===== config.mk =====
export PLATFORM = sky130hd
export DESIGN_NAME = fifo_wr_arbiter_flat
export DESIGN_NICKNAME = d
export VERILOG_FILES = /design/src/rtl/fifo_wr_arbiter_pkg.sv /design/src/rtl/fifo_wr_arbiter_if.sv /design/src/rtl/fifo_wr_arbiter_rr_picker.sv /design/src/rtl/fifo_wr_arbiter.sv /design/src/flat_wrapper.sv
export SDC_FILE = /design/constraint.sdc
export NUM_CORES = 1
export LEC_CHECK = 0
export CORE_MARGIN = 2
export CORE_UTILIZATION = 43
export DETAILED_ROUTE_END_ITERATION = 16
export GPL_TIMING_DRIVEN = 0
export PLACE_DENSITY = 0.84
export SLEW_MARGIN = 20
export SYNTH_ARGS = -nofsm -noshare
export SYNTH_HDL_FRONTEND = slang
export SYNTH_HIERARCHICAL = 1
export SYNTH_SLANG_ARGS = --single-unit

===== constraint.sdc =====
create_clock -name clk_i -period 3.6 [get_ports clk_i]
set_input_delay 0.72 -clock clk_i [delete_from_list [all_inputs] [get_ports clk_i]]
set_output_delay 0.72 -clock clk_i [all_outputs]
set_load 0.1 [all_outputs]

===== src/rtl/fifo_wr_arbiter_pkg.sv =====
// Shared types, default sizes and helpers for the FIFO write-port arbiter.
package fifo_wr_arbiter_pkg;

  localparam int unsigned DEF_NUM_REQ   = 4;
  localparam int unsigned DEF_DATASIZE  = 8;
  localparam int unsigned DEF_MAX_BURST = 4;

  typedef enum logic {
    IDLE  = 1'b0,
    BURST = 1'b1
  } arb_state_e;

  // Round-robin successor of ptr among n requesters.
  function automatic int unsigned rr_next(input int unsigned ptr, input int unsigned n);
    return (ptr + 32'd1 >= n) ? 32'd0 : ptr + 32'd1;
  endfunction

endpackage


===== src/rtl/fifo_wr_arbiter_if.sv =====
// Producer-side request/data bundle and memory-side write port of the arbiter.
interface fifo_wr_arbiter_if
  import fifo_wr_arbiter_pkg::*;
#(
  parameter int unsigned NUM_REQ  = DEF_NUM_REQ,
  parameter int unsigned DATASIZE = DEF_DATASIZE
);
  localparam int unsigned IDW = $clog2(NUM_REQ);

  logic [NUM_REQ-1:0]          req_i;
  logic [NUM_REQ*DATASIZE-1:0] data_i;
  logic                        fifo_full_i;
  logic [NUM_REQ-1:0]          gnt_o;
  logic                        wen_o;
  logic [DATASIZE-1:0]         wdata_o;
  logic [IDW-1:0]              gnt_id_o;
  logic                        busy_o;

  // Arbiter side: consumes requests, drives grant and the memory write port.
  modport master (
    input  req_i, data_i, fifo_full_i,
    output gnt_o, wen_o, wdata_o, gnt_id_o, busy_o
  );

  // Producer / environment side.
  modport slave (
    output req_i, data_i, fifo_full_i,
    input  gnt_o, wen_o, wdata_o, gnt_id_o, busy_o
  );

endinterface


===== src/rtl/fifo_wr_arbiter_rr_picker.sv =====
// Rotating-priority encoder: first set request at or after rr_ptr, wrapping.
module fifo_wr_arbiter_rr_picker
  import fifo_wr_arbiter_pkg::*;
#(
  parameter int unsigned NUM_REQ = DEF_NUM_REQ,
  localparam int unsigned IDW    = $clog2(NUM_REQ)
) (
  input  logic [NUM_REQ-1:0] req,
  input  logic [IDW-1:0]     rr_ptr,
  output logic               valid,
  output logic [IDW-1:0]     index
);

  int unsigned cand;

  // Scan from farthest to nearest offset so the nearest hit wins.
  always_comb begin
    valid = 1'b0;
    index = '0;
    cand  = 32'd0;
    for (int i = int'(NUM_REQ) - 1; i >= 0; i--) begin
      cand = (32'(rr_ptr) + 32'(i)) % NUM_REQ;
      if (req[IDW'(cand)]) begin
        valid = 1'b1;
        index = IDW'(cand);
      end
    end
  end

endmodule


===== src/rtl/fifo_wr_arbiter.sv =====
// Round-robin arbiter sharing the async FIFO write port among NUM_REQ producers,
// with bursts capped at MAX_BURST words and a mandatory idle bubble between grants.
module fifo_wr_arbiter
  import fifo_wr_arbiter_pkg::*;
#(
  parameter int unsigned NUM_REQ   = DEF_NUM_REQ,
  parameter int unsigned DATASIZE  = DEF_DATASIZE,
  parameter int unsigned MAX_BURST = DEF_MAX_BURST
) (
  input  logic              clk_i,
  input  logic              rst_ni,
  fifo_wr_arbiter_if.master bus
);

  localparam int unsigned IDW = $clog2(NUM_REQ);
  localparam int unsigned CW  = $clog2(MAX_BURST + 1);

  arb_state_e         state_q, state_d;
  logic [NUM_REQ-1:0] gnt_q, gnt_d;
  logic [IDW-1:0]     gnt_id_q, gnt_id_d;
  logic [IDW-1:0]     rr_ptr_q, rr_ptr_d;
  logic [CW-1:0]      burst_cnt_q, burst_cnt_d;

  logic                pick_valid;
  logic [IDW-1:0]      pick_idx;
  logic                holder_req;
  logic                xfer;
  logic                last_beat;
  logic [DATASIZE-1:0] holder_data;

  fifo_wr_arbiter_rr_picker #(.NUM_REQ(NUM_REQ)) u_picker (
    .req    (bus.req_i),
    .rr_ptr (rr_ptr_q),
    .valid  (pick_valid),
    .index  (pick_idx)
  );

  // Select the grant holder's data slice.
  always_comb begin
    holder_data = '0;
    for (int k = 0; k < int'(NUM_REQ); k++) begin
      if (IDW'(k) == gnt_id_q) holder_data = bus.data_i[k*DATASIZE +: DATASIZE];
    end
  end

  // A write happens only for the holder, not full, and never in a reset cycle.
  assign holder_req = bus.req_i[gnt_id_q];
  assign xfer       = rst_ni && (state_q == BURST) && holder_req && !bus.fifo_full_i;
  assign last_beat  = (burst_cnt_q == CW'(MAX_BURST - 1));

  assign bus.wen_o    = xfer;
  assign bus.wdata_o  = xfer ? holder_data : '0;
  assign bus.gnt_o    = gnt_q;
  assign bus.gnt_id_o = gnt_id_q;
  assign bus.busy_o   = (state_q == BURST);

  // Next-state: grant from IDLE, count beats in BURST, release on drop or cap.
  always_comb begin
    state_d     = state_q;
    gnt_d       = gnt_q;
    gnt_id_d    = gnt_id_q;
    rr_ptr_d    = rr_ptr_q;
    burst_cnt_d = burst_cnt_q;
    case (state_q)
      IDLE: begin
        if (pick_valid) begin
          state_d     = BURST;
          gnt_d       = NUM_REQ'(1) << pick_idx;
          gnt_id_d    = pick_idx;
          burst_cnt_d = '0;
        end
      end
      BURST: begin
        if (!holder_req || (xfer && last_beat)) begin
          state_d     = IDLE;
          gnt_d       = '0;
          rr_ptr_d    = IDW'(rr_next(32'(gnt_id_q), NUM_REQ));
          burst_cnt_d = '0;
        end else if (xfer) begin
          burst_cnt_d = burst_cnt_q + CW'(1);
        end
      end
    endcase
  end

  // State register with synchronous active-low reset.
  always_ff @(posedge clk_i) begin
    if (!rst_ni) begin
      state_q     <= IDLE;
      gnt_q       <= '0;
      gnt_id_q    <= '0;
      rr_ptr_q    <= '0;
      burst_cnt_q <= '0;
    end else begin
      state_q     <= state_d;
      gnt_q       <= gnt_d;
      gnt_id_q    <= gnt_id_d;
      rr_ptr_q    <= rr_ptr_d;
      burst_cnt_q <= burst_cnt_d;
    end
  end

  // The memory must never be written while full or without a grant.
  a_wen_safe: assert property (@(posedge clk_i)
    !(bus.wen_o && (bus.fifo_full_i || (bus.gnt_o == '0))));

endmodule


===== src/flat_wrapper.sv =====
// flat-port wrapper written by rule: the top's interface ports become plain ports
module fifo_wr_arbiter_flat import fifo_wr_arbiter_pkg::*;
#(
  parameter int unsigned NUM_REQ   = DEF_NUM_REQ,
  parameter int unsigned DATASIZE  = DEF_DATASIZE,
  parameter int unsigned MAX_BURST = DEF_MAX_BURST
)
  (clk_i, rst_ni, bus_req_i, bus_data_i, bus_fifo_full_i, bus_gnt_o, bus_wen_o, bus_wdata_o, bus_gnt_id_o, bus_busy_o);
  fifo_wr_arbiter_if #(.NUM_REQ(NUM_REQ), .DATASIZE(DATASIZE)) bus_i ();
  input  logic clk_i;
  input  logic rst_ni;
  input wire logic [$bits(bus_i.req_i)-1:0] bus_req_i;
  input wire logic [$bits(bus_i.data_i)-1:0] bus_data_i;
  input wire logic [$bits(bus_i.fifo_full_i)-1:0] bus_fifo_full_i;
  output wire logic [$bits(bus_i.gnt_o)-1:0] bus_gnt_o;
  output wire logic [$bits(bus_i.wen_o)-1:0] bus_wen_o;
  output wire logic [$bits(bus_i.wdata_o)-1:0] bus_wdata_o;
  output wire logic [$bits(bus_i.gnt_id_o)-1:0] bus_gnt_id_o;
  output wire logic [$bits(bus_i.busy_o)-1:0] bus_busy_o;
  assign bus_i.req_i = bus_req_i;
  assign bus_i.data_i = bus_data_i;
  assign bus_i.fifo_full_i = bus_fifo_full_i;
  assign bus_gnt_o = bus_i.gnt_o;
  assign bus_wen_o = bus_i.wen_o;
  assign bus_wdata_o = bus_i.wdata_o;
  assign bus_gnt_id_o = bus_i.gnt_id_o;
  assign bus_busy_o = bus_i.busy_o;
  fifo_wr_arbiter #(.NUM_REQ(NUM_REQ), .DATASIZE(DATASIZE), .MAX_BURST(MAX_BURST)) u_core (.clk_i(clk_i), .rst_ni(rst_ni), .bus(bus_i));
endmodule

* Word level (Yosys, flattened, before mapping)
Cells that the tools add are included.
Word-level totals: bits in registers 12, bits of input ports 39, output and inout port bits 16, word-level logic and storage cells 71
Cells by class: $add $sub $neg 5, $lt $le $gt $ge 6, equality and inequality tests 7, shifts and indexed selects 1, muxes and demuxes 34, bitwise gates (word level) 1, reduce and logical (&&, ||, !) cells 12
Operators by type and width (count):
- $mux 8 | 5
- $lt 2x3->1 const B | 5
- $mux 1 | 11
- $bmux 1 s2 | 5
- $mux 2 | 5
- $mux 3 | 3
- $mux 4 | 2
- $pmux 4 s2 | 1
- $reduce_and 2->1 | 4
- $pmux 3 s2 | 1
- $add 2x2->2 const B | 2
- $eq 2x2->1 const A | 2
- $logic_and 1x1->1 | 4
- $shl 1x2->4 const A | 1
- $add 2x1->3 const B | 1
- $add 3x1->3 const B | 1
- $eq 3x2->1 const B | 1
- $ge 3x3->1 const B | 1
- $ne 3x3->1 const B | 1
- $add 2x1->2 const B | 1
- $eq 1x2->1 const A | 1
- $logic_not 1->1 | 2
- $logic_not 2->1 | 1
- $ne 2x1->1 const B | 1
- 4 further kinds | 4

* Logic depth before layout (Yosys ltp)
Gate-level depths: netlist of run 1.
word-level depth 10, gate-level depth with buffers 8, depth with buffers taken out 7

* By module
The synthesis of run 1 kept the hierarchy.
Modules (own cells, without submodules):
- fifo_wr_arbiter | instances 1, cells an instance 141, area an instance 988.4 um^2, sequential area each 240.2 um^2
- fifo_wr_arbiter_rr_picker | instances 1, cells an instance 13, area an instance 77.6 um^2, sequential area each 0.0 um^2

* Least setup slack after synthesis of run 1
No wires, ideal clock.
kind flip-flop to output port, start point reg u_core.gnt_id_q[0] (netlist: u_core/bus.gnt_id_o[0]), end point out bus_wdata_o[6], arrival time 3.326 ns, required time 2.880 ns, path slack -0.446 ns, stages on the path, launching flop included 8, buffers on the path 2, path through dfxtp_1 -> inv_1 -> ha_1 -> clkbuf_1 -> clkbuf_1 -> a21oi_1 -> a22oi_1 -> nor2_1
Between the ends: word-level cells in the longest chain between the ends 6, elaborated cells between the ends (all ways) 13, classes of those cells eq/ne (3); mux (7); reduce/logical (3)
Ends and longest elaborated chain:
- start: declaration | RTL line fifo_wr_arbiter.sv:20 | logic [IDW-1:0] gnt_id_q, gnt_id_d;
- start signal: assignment | RTL line fifo_wr_arbiter.sv:97 | gnt_id_q <= gnt_id_d;
- $logic_not 2->1 | RTL line fifo_wr_arbiter.sv:42 | if (IDW'(k) == gnt_id_q) holder_data = bus.data_i[k*DATASIZE +: DATASIZE];
- $mux 8 (4 in series) | RTL line fifo_wr_arbiter.sv:42
- $mux 8 * | RTL line fifo_wr_arbiter.sv:52 | assign bus.wdata_o = xfer ? holder_data : '0;
- end: declaration | RTL line flat_wrapper.sv:17 | output wire logic [$bits(bus_i.wdata_o)-1:0] bus_wdata_o;
Mark *: on every way between the ends. The rest lies on a longest branch, timed or not. The select of a mux whose other input is x is not followed.

* Worst setup path in the final report of run 1
start point in bus_req_i[3], end point out bus_wdata_o[6]
Between the ends: word-level cells in the longest chain between the ends 5
Ends and longest elaborated chain:
- start: declaration | RTL line flat_wrapper.sv:12 | input wire logic [$bits(bus_i.req_i)-1:0] bus_req_i;
- $bmux 1 s2 | RTL line fifo_wr_arbiter.sv:47 | assign holder_req = bus.req_i[gnt_id_q];
- $mux 1 (not written as such) | RTL line fifo_wr_arbiter.sv:47
- $logic_and 1x1->1 (2 in series) | RTL line fifo_wr_arbiter.sv:48 | assign xfer = rst_ni && (state_q == BURST) && holder_req && !bus.fifo_full_i;
- $mux 8 | RTL line fifo_wr_arbiter.sv:52
Every way passes these cells. The select of a mux whose other input is x is not followed.

==> metrics.yaml, run 1 <==
outcome: "finished, final reports clean"
ys_types: 29
dieWidth_um: 53.8
slew_headroom_pct: 35.4
cts_buffer_depth: 2
coreArea_mm2: 0.00241
ios: 55
grt_setup_unrepaired: "no"
cts-root-buf: "clkbuf_4"
final_cells: 241
p_leak_nw: 0.655
track_usage_pct: 23.2
drive_above_1_share_pct: 12.8
wirelength_um: 3270
area_delta_synth_final_pct: 59.3
cts_hold_buffers: 0
final_cell_mix: "clkdlybuf4s50_1 (45), a21oi_1 (23), nand2_1 (18), inv_1 (16)"
worstPathBufferInverterCount: 3
via_per_inst: 5.37
io_buffer_count: 54
p_per_area_mw_per_mm2: 268
hold_violations: 0
netlist_area_mm2: 0.00107
final_common_cell: "clkdlybuf4s50_1"
final_core_util_pct: 70.5
crit_cells: 7
worstMarginPinSlew_ps: 966
grt_pass1_vias: 1182
cts_tree: "done"
num_rows: 18
ant_nets: 0
clkLatencyLatePin_ps: 270
cp.arrival_ps: 2700
gp_congestion: 0.830
setup_violations: 0
crit_chain: "clkdlybuf4s50_1 -> mux2i_1 -> o22ai_4 -> nand3b_4 -> buf_6 -> nor2_2 -> clkdlybuf4s15_2"
path_clk_slew_ps: 70
diodes: 0
critPathTopFamily: "buffers and inverters"
maxClockFrequency_mhz: 293
ir_worst_vdd_mv: 0.269
start_util_pct: 44.2
finClkSkew_ps: 0.504
drv_slew: 0
ys_warn_count: 6
drc: 0
grt_max_degree: 11
seq_area_frac_synth_pct: 22.5
ff2ff_path_depth: 6
slowest_delay_ps: 560
wl_per_cell_um: 13.6
syn_inst: 154
synth_area_per_cell_um2: 6.92
antenna_found_initial: 0
finalCriticalPeriod_ps: 3420
die-height_um: 53.8
cp_slowest_cell: "clkdlybuf4s15_2"
hpwl_um: 2560
h-tree-depth: 1
max_cap_violations: 0
vias: 1293
critPathMaxFanout: 10
period_share_pct: 94.9
hp-class: "flop to flop"
fillers: 199
grt_pass1_wl_um: 5000
placed_cells: 238
syn_nets: 199
first_iter_violations: 28
end_kind: "output port"
cp-start-kind: "primary input"
synth_seq_cells: 12
first_pass_iters: 4
design.die.area_mm2: 0.00289
cp.required_ps: 2880
clock-sinks: 12
crit_type: "primary input to output port"
post_cts_buffers: 0
final_nets: 258
hold_depth: 2
grt-ovfl-total: 0
cts_buffers: 3
## layout make-up
type | instances | area (µm²) | share of cell area (%)
Buffer | 8 | 38.8 | 2.28
Timing Repair Buffer | 54 | 551 | 32.4
Tap cell | 30 | 37.5 | 2.21
Multi-Input combinational cell | 118 | 748 | 44.1
Sequential cell | 12 | 240 | 14.1
Clock buffer | 3 | 22.5 | 1.33
Inverter | 16 | 60.1 | 3.54
## worst paths after layout
path	startpoint	end	slack (ps)
setup / recovery	bus_req_i[3]	bus_wdata_o[6]	180
hold / removal	u_core/burst_cnt_q[1]	u_core/burst_cnt_q[1]	480
setup reg to reg	u_core/bus.gnt_id_o[1]	u_core/rr_ptr_q[0]	1820
hold reg to reg	u_core/burst_cnt_q[1]	u_core/burst_cnt_q[1]	480
## synth_stat cells, drive strengths merged
library cell,instances,area (µm²)
a211oi,2,20.0
a21boi,5,37.5
a21oi,23,115
a221o,1,11.3
a22oi,8,60.1
and2,1,6.26
and4b,1,10.0
buf,1,11.3
clkbuf,7,26.3
dfxtp,12,240
ha,6,75.1
inv,16,60.1
mux2i,3,30.0
nand2,18,67.6
nand2b,3,18.8
nand3,4,20.0
nand3b,3,35.0
nand4,1,6.26
nor2,17,63.8
nor2b,2,12.5
nor3,2,10.0
nor3b,1,7.51
o21ai,12,60.1
o22ai,1,20.0
o32ai,3,33.8
or2b,1,7.51
## flip-flops by register name (all words and copies together) (netlist names)
register	cells
u_core/burst_cnt_q	3
u_core/rr_ptr_q	2
u_core/bus.busy_o	1
u_core/bus.gnt_o	4
u_core/bus.gnt_id_o	2
## stage by stage
step | area [µm²] | worst slack [ps] | hold WS, ps | setup TNS, ps | total power (W)
after floorplan | 1090 | 8.83 | 442 | 0 | 0.000295
after global placement | 1660 | -363 | 452 | -3140 | 0.000368
after detailed placement | 1660 | -389 | 474 | -3360 | 0.000374
after CTS | 1700 | 194 | 484 | 0 | 0.000455
after global routing | 1700 | 89.7 | 511 | 0 | 0.000481
final | 1700 | 182 | 481 | 0 | 0.000455
## cell families (layout without fill, tap and decap cells)
logic type      Yosys count  count (layout)  synth area share (%)
flops                    12              12                  22.5
compound gates           55              55                  33.6
buf+inv                  24              81                  9.16
mux                       3               3                  2.82
simple gates             54              54                  24.9
fa+ha+maj                 6               6                  7.04
## timing repair
item	CTS	global route
gates resized for setup	27	3
hold endpoints to repair	0	0
gates cloned	0	0
setup endpoints to repair	9	1
## worst reg2reg max path: cells and delay by family, from the launching register on
family,cells,cell delay (ps)
DFF,1,480
and+or+nand+nor,1,100
AOI/OAI and AO/OA,1,80
adders and majority gates,1,200
buffers and inverters,3,820
## report_power, final
group / switching [W] / internal, W / leakage, nW / total [W]
combinational: 0.000132 / 0.0000892 / 0.543 / 0.000221
clock: 0.0000445 / 0.0000387 / 0.0138 / 0.0000832
sequential: 0.0000103 / 0.000140 / 0.0979 / 0.000151
## routing by layer
metal	up-vias	wire length, µm	global-route usage [%]	share of wire, %
li1	650	-	-	-
met1	588	1380	28.3	42
met2	50	1600	40.4	49
met3	5	252	4.44	7.7
met4	0	42	7.69	1.3
met5	-	0	0	0
Note: power is estimated with default switching activity, not from simulation.
==> inputs of run 2 (changes only) <==
Settings changed: SKIP_LAST_GASP set to 1.
==> results of run 2 <==
The final DEF is identical to that of run 1; final timing and power are the same.
